File: src/rtl/serial_add_seq.sv
// serial_add_seq: bit-serial add/subtract sequencer driving one shared external
// full-adder cell, LSB first. A result is ready WIDTH cycles after the accept edge
// and is held on a valid/ready handshake until the consumer takes it.
// Ports:
//   CLK, RST                  clock and async active-high reset
//   START, A_IN, B_IN, SUB,   request (accepted when IN_READY=1), operands,
//   CI_IN, IN_READY           subtract select, carry-in, idle indicator
//   ABORT                     synchronous abort of the operation in RUN or DONE
//   FA_A, FA_B, FA_CI         inputs of the shared full adder (register-driven)
//   FA_S, FA_CO               outputs of the shared full adder
//   RES_VALID, RES_READY      result handshake
//   SUM, CO_OUT, OVF          result, carry out of the MSB, signed overflow
//   BUSY                      high while bits are being processed
module serial_add_seq #(
  parameter int WIDTH = 16
) (
  input  logic             CLK,
  input  logic             RST,
  input  logic             START,
  input  logic [WIDTH-1:0] A_IN,
  input  logic [WIDTH-1:0] B_IN,
  input  logic             SUB,
  input  logic             CI_IN,
  input  logic             ABORT,
  output logic             IN_READY,
  output logic             FA_A,
  output logic             FA_B,
  output logic             FA_CI,
  input  logic             FA_S,
  input  logic             FA_CO,
  output logic             RES_VALID,
  input  logic             RES_READY,
  output logic [WIDTH-1:0] SUM,
  output logic             CO_OUT,
  output logic             OVF,
  output logic             BUSY
);

  localparam int CW = (WIDTH > 1) ? $clog2(WIDTH) : 1;

  typedef enum logic [1:0] {
    IDLE = 2'd0,
    RUN  = 2'd1,
    DONE = 2'd2
  } state_t;

  state_t           state;
  state_t           state_nxt;

  logic [WIDTH-1:0] a_sh;
  logic [WIDTH-1:0] b_sh;
  logic [WIDTH-1:0] sum_sh;
  logic [WIDTH-1:0] sum_q;
  logic [WIDTH-1:0] sum_shift;
  logic             carry;
  logic             co_q;
  logic             ovf_q;
  logic [CW-1:0]    cnt;
  logic             last_bit;

  assign last_bit = (cnt == CW'(WIDTH - 1));

  // New sum bit enters at the MSB; the oldest bit drops off the bottom.
  assign sum_shift = WIDTH'({FA_S, sum_sh} >> 1);

  // State register.
  always_ff @(posedge CLK or posedge RST) begin
    if (RST) begin
      state <= IDLE;
    end else begin
      state <= state_nxt;
    end
  end

  // Next state and outputs. ABORT wins over completion and over RES_READY.
  always_comb begin
    state_nxt = state;
    IN_READY  = 1'b0;
    BUSY      = 1'b0;
    RES_VALID = 1'b0;
    FA_A      = 1'b0;
    FA_B      = 1'b0;
    FA_CI     = 1'b0;
    case (state)
      IDLE: begin
        IN_READY = 1'b1;
        if (START) state_nxt = RUN;
      end
      RUN: begin
        BUSY  = 1'b1;
        // Adder inputs come straight from registers: no path from FA_S/FA_CO.
        FA_A  = a_sh[0];
        FA_B  = b_sh[0];
        FA_CI = carry;
        if (ABORT)         state_nxt = IDLE;
        else if (last_bit) state_nxt = DONE;
      end
      DONE: begin
        RES_VALID = 1'b1;
        if (ABORT || RES_READY) state_nxt = IDLE;
      end
      default: state_nxt = IDLE;
    endcase
  end

  // Datapath. The result registers are separate from the working shift
  // register so SUM/CO_OUT/OVF stay put while a new operation is running.
  always_ff @(posedge CLK or posedge RST) begin
    if (RST) begin
      a_sh   <= '0;
      b_sh   <= '0;
      sum_sh <= '0;
      sum_q  <= '0;
      carry  <= 1'b0;
      co_q   <= 1'b0;
      ovf_q  <= 1'b0;
      cnt    <= '0;
    end else begin
      case (state)
        IDLE: begin
          if (START) begin
            a_sh  <= A_IN;
            // Subtract as A + ~B + 1: invert B and fold the +1 into the carry.
            b_sh  <= SUB ? ~B_IN : B_IN;
            carry <= CI_IN ^ SUB;
            cnt   <= '0;
          end
        end
        RUN: begin
          if (!ABORT) begin
            sum_sh <= sum_shift;
            a_sh   <= a_sh >> 1;
            b_sh   <= b_sh >> 1;
            carry  <= FA_CO;
            if (last_bit) begin
              sum_q <= sum_shift;
              co_q  <= FA_CO;
              // carry here is the carry into the MSB.
              ovf_q <= carry ^ FA_CO;
            end else begin
              cnt <= cnt + CW'(1);
            end
          end
        end
        default: ;
      endcase
    end
  end

  assign SUM    = sum_q;
  assign CO_OUT = co_q;
  assign OVF    = ovf_q;

endmodule

File: config.mk
export PLATFORM = sky130hd
export DESIGN_NAME = serial_add_seq
export DESIGN_NICKNAME = d
export VERILOG_FILES = /design/src/rtl/serial_add_seq.sv
export SDC_FILE = /design/constraint.sdc
export NUM_CORES = 1
export LEC_CHECK = 0
export BUFFER_PORTS_ARGS = -buffer_cell sky130_fd_sc_hd__buf_4
export CAP_MARGIN = 40
export CORE_MARGIN = 5
export CORE_UTILIZATION = 55
export DETAILED_ROUTE_END_ITERATION = 8
export GPL_ROUTABILITY_DRIVEN = 0
export HOLD_SLACK_MARGIN = 0.02
export PLACE_DENSITY = 0.78
export SLEW_MARGIN = 40
export SYNTH_ARGS = -nofsm -noshare
export SYNTH_HDL_FRONTEND = slang
export SYNTH_SLANG_ARGS = --single-unit
File: constraint.sdc
create_clock -name CLK -period 2.4 [get_ports CLK]
set_input_delay 0.12 -clock CLK [delete_from_list [all_inputs] [get_ports CLK]]
set_output_delay 0.12 -clock CLK [all_outputs]
set_load 0.02 [all_outputs]
==> impl_summary.log <==
INFO  metric post_cts.repair.setup_buffers = 0
INFO  metric worst_setup_path_start_kind = register
INFO  metric worst_clock_skew = 8.23 ps
INFO  metric holdCritStartpoint = FA_CO
INFO  metric layout_commonest_cell = sky130_fd_sc_hd__mux2_2
INFO  metric worst-r2r-setup-slack = 460 ps
INFO  metric finalHoldViolCount = 0
INFO  metric ys_dominant_reg_cell = sky130_fd_sc_hd__dfrtp_1
INFO  metric yosys_warnings = 0
INFO  metric synth_edf_count = 0
INFO  metric min_period_over_period = 82.7%
INFO  metric asyncSetResetFlopFracSynth = 100%
INFO  metric setup_viol_count_final = 0
INFO  metric layout-drive-gt1-share = 51.5%
INFO  metric grtUsageTotal = 18.1%
INFO  metric layout-area-overhead-vs-synth = 25.8%
INFO  metric worstReg2RegStart = state[1]$_DFFE_PP0P_
INFO  metric p_leak = 1.96 nW
INFO  metric postCtsResizedCells = 0
INFO  metric first_global_vias = 2245
INFO  metric cp_max_fo = 11
INFO  metric dr_drc_count = 0
INFO  metric count_of_port_buffers_added_during_placement = 64
INFO  metric starting_density_of_the_core = 56.3%
INFO  metric critPathKind = register to output port
INFO  metric critical_register_to_register_path_endpoint = a_sh[2]$_DFFE_PP0P_
INFO  metric worst_ep_arrival_time = 1860 ps
INFO  metric finalWorstPathRequiredPeriod = 1980 ps
INFO  metric sinks_on_clock_net = 72
INFO  metric yosysUniqueCellTypes = 34
INFO  metric timing_max_transition_violations_final = 0
INFO  metric floorplan.core_area = 5920 sq um
INFO  metric tightest_slew = 570 ps
INFO  metric layout.cells.non_filler = 407
INFO  metric synth_area = 3330 sq um
INFO  metric detailed_route_via_count = 2124
INFO  metric mostFrequentLayoutCells = sky130_fd_sc_hd__mux2_2 (80), sky130_fd_sc_hd__dfrtp_1 (72), sky130_fd_sc_hd__buf_4 (70)
INFO  metric maximum_number_of_pins_on_one_net_before_global_route_repair = 47
INFO  metric timing.fmax = 0.504 GHz
INFO  metric routed_via_density = 5.22
INFO  metric cts_inserted_buffers = 9
INFO  metric clock-root-buffer = sky130_fd_sc_hd__clkbuf_8
INFO  metric grt_antenna_before_repair = 0
INFO  metric floorplan.io_pins = 65
INFO  metric worst_setup_hold_path_clk_slew = 80 ps
INFO  metric yosys_register_bits = 72
INFO  metric power.density = 926 nW/um^2
INFO  metric yosysSeqAreaShare = 54.1%
INFO  metric cp-end-kind = output port
INFO  metric netlist.area_leader.share = 54.1%
INFO  metric grt_overflow = 0
INFO  metric drt.antenna.violating_nets = 0
INFO  metric worst_hold_path.endpoint = CO_OUT$_DFFE_PP0P_
INFO  metric wire_length_of_the_first_global_routing_pass = 10600 um
INFO  metric design_power_total = 0.00388 W
INFO  metric std_cell_rows = 28
INFO  metric syn_inst = 255
INFO  metric dieWidth = 87.8 um
INFO  metric length_in_cells_of_the_worst_reg_to_reg_path = 4
INFO  metric syn_area_per_cell = 13.1 sq um
INFO  metric worst_ir_drop_vdd = 527 uV
INFO  metric finish.net_count = 369
INFO  metric detailedPlacementHpwl = 4290 um
INFO  metric cpPeakStageDelay = 500 ps
INFO  metric insertedDiodeCount = 0
INFO  metric detailed_route_wl = 6250 um
INFO  metric wl_per_instance = 15.4 um
INFO  metric fp.dieH = 87.8 um
INFO  metric slew_headroom = 62.0%
INFO  metric dr.first_iter.drc_count = 109
INFO  metric number_of_cells_after_detailed_placement = 387
INFO  metric grt_setup_unrepaired = no
INFO  metric postSynthNetCount = 297
INFO  metric min_path_type = input port to register
INFO  metric max_capacitance_violation_count = 0
INFO  metric fin_setup_tns = 0 ps
INFO  metric crit_path_top_delay_cell = sky130_fd_sc_hd__nand2b_1
INFO  metric cts_hold_buffers = 4
INFO  metric hold-path-cell-count = 2
INFO  metric cts_max_path_buffers = 2
INFO  metric required = 2280 ps
INFO  metric worstPathCellList = nand2b_1 -> inv_2 -> and2_1 -> buf_4
INFO  metric outcome = finished clean
INFO  metric synth_top_cells_by_area = sky130_fd_sc_hd__dfrtp_1 (54%), sky130_fd_sc_hd__mux2_2 (27%), sky130_fd_sc_hd__xnor2_1 (4.5%)
INFO  metric clock_insertion_delay_worst_skew = 340 ps
INFO  metric die-area = 7710 sq um
INFO  metric cts_tree = done
INFO  metric cell_taking_the_most_area_after_synthesis = sky130_fd_sc_hd__dfrtp_1
INFO  metric firstDrtPassIters = 4
INFO  metric h_tree_levels = 3
==> power by group <==
group	switching, W	internal, W	total, W
clock network	0.000449	0.000745	0.00119
logic	0.000341	0.000534	0.000875
registers	0.000223	0.00159	0.00181
total	0.00101	0.00287	0.00388
==> flip-flops by register name (all words and copies together), names as in the netlist, 2 cells and up <==
| register | flops |
|---|---|
| SUM | 16 |
| a_sh | 16 |
| cnt | 4 |
| state | 2 |
| b_sh | 16 |
| sum_sh | 15 |
==> cell families after synthesis <==
| family | count (synthesis) | synth area share (%) |
|---|---|---|
| muxes | 80 | 27.0 |
| DFF | 72 | 54.1 |
| and+or+nand+nor | 34 | 5.41 |
| AOI/OAI and AO/OA | 30 | 5.48 |
| buffers and inverters | 20 | 2.89 |
| xor gates and xnor gates | 18 | 4.73 |
| adders and majority gates | 1 | 0.375 |
==> how the worst max path moves through the flow <==
stage                               startpoint             endpoint  cells past startpoint
after CTS                 state[1]$_DFFE_PP0P_                 FA_B                      4
after floorplan                            RST   CO_OUT$_DFFE_PP0P_                      1
after global routing      state[1]$_DFFE_PP0P_                 FA_B                      4
final                     state[1]$_DFFE_PP0P_                 FA_B                      4
after detailed placement  state[1]$_DFFE_PP0P_  a_sh[1]$_DFFE_PP0P_                      4
after global placement    state[1]$_DFFE_PP0P_  a_sh[3]$_DFFE_PP0P_                      4
==> through the flow <==
step	utilization, %	instance area [sq um]	setup WS (ps)	hold slack, ps
after floorplan	-	3330	455	186
after global placement	65.8	3900	528	217
after detailed placement	65.8	3900	459	214
after CTS	70.8	4190	388	22.8
after global routing	70.8	4190	285	29.5
final	70.8	4190	416	36.6
==> cells in the mapped netlist, types with 2 or more instances <==
master	instances
sky130_fd_sc_hd__buf_2	8
sky130_fd_sc_hd__clkbuf_1	3
sky130_fd_sc_hd__and2_1	3
sky130_fd_sc_hd__mux2_2	80
sky130_fd_sc_hd__a21oi_1	3
sky130_fd_sc_hd__nor2b_1	3
sky130_fd_sc_hd__dfrtp_1	72
sky130_fd_sc_hd__a2bb2oi_1	2
sky130_fd_sc_hd__nor2_1	3
sky130_fd_sc_hd__xnor2_1	17
sky130_fd_sc_hd__nand2_1	18
sky130_fd_sc_hd__inv_1	5
sky130_fd_sc_hd__o21ai_0	17
==> worst max-delay path, delay by kind of cell, from the launching register on <==
kind,cells,cell delay [ps]
DFF,1,450
buffers and inverters,2,350
and+or+nand+nor,2,710
==> cell type report <==
class	count	area, sq um
Tap cell	75	93.8
Clock inverter	5	103
Sequential cell	72	1800
Multi-Input combinational cell	163	1430
Timing Repair Buffer	75	586
Inverter	6	22.5
Clock buffer	11	151
Fill cell	445	1730
==> per-layer routing <==
layer | routed length (um) | global-route usage [%]
met1 | 2700 | 23.8
met2 | 3090 | 28.2
met3 | 331 | 4.33
met4 | 132 | 8.93
met5 | 0 | 0
(Power assumes the default switching activity.)
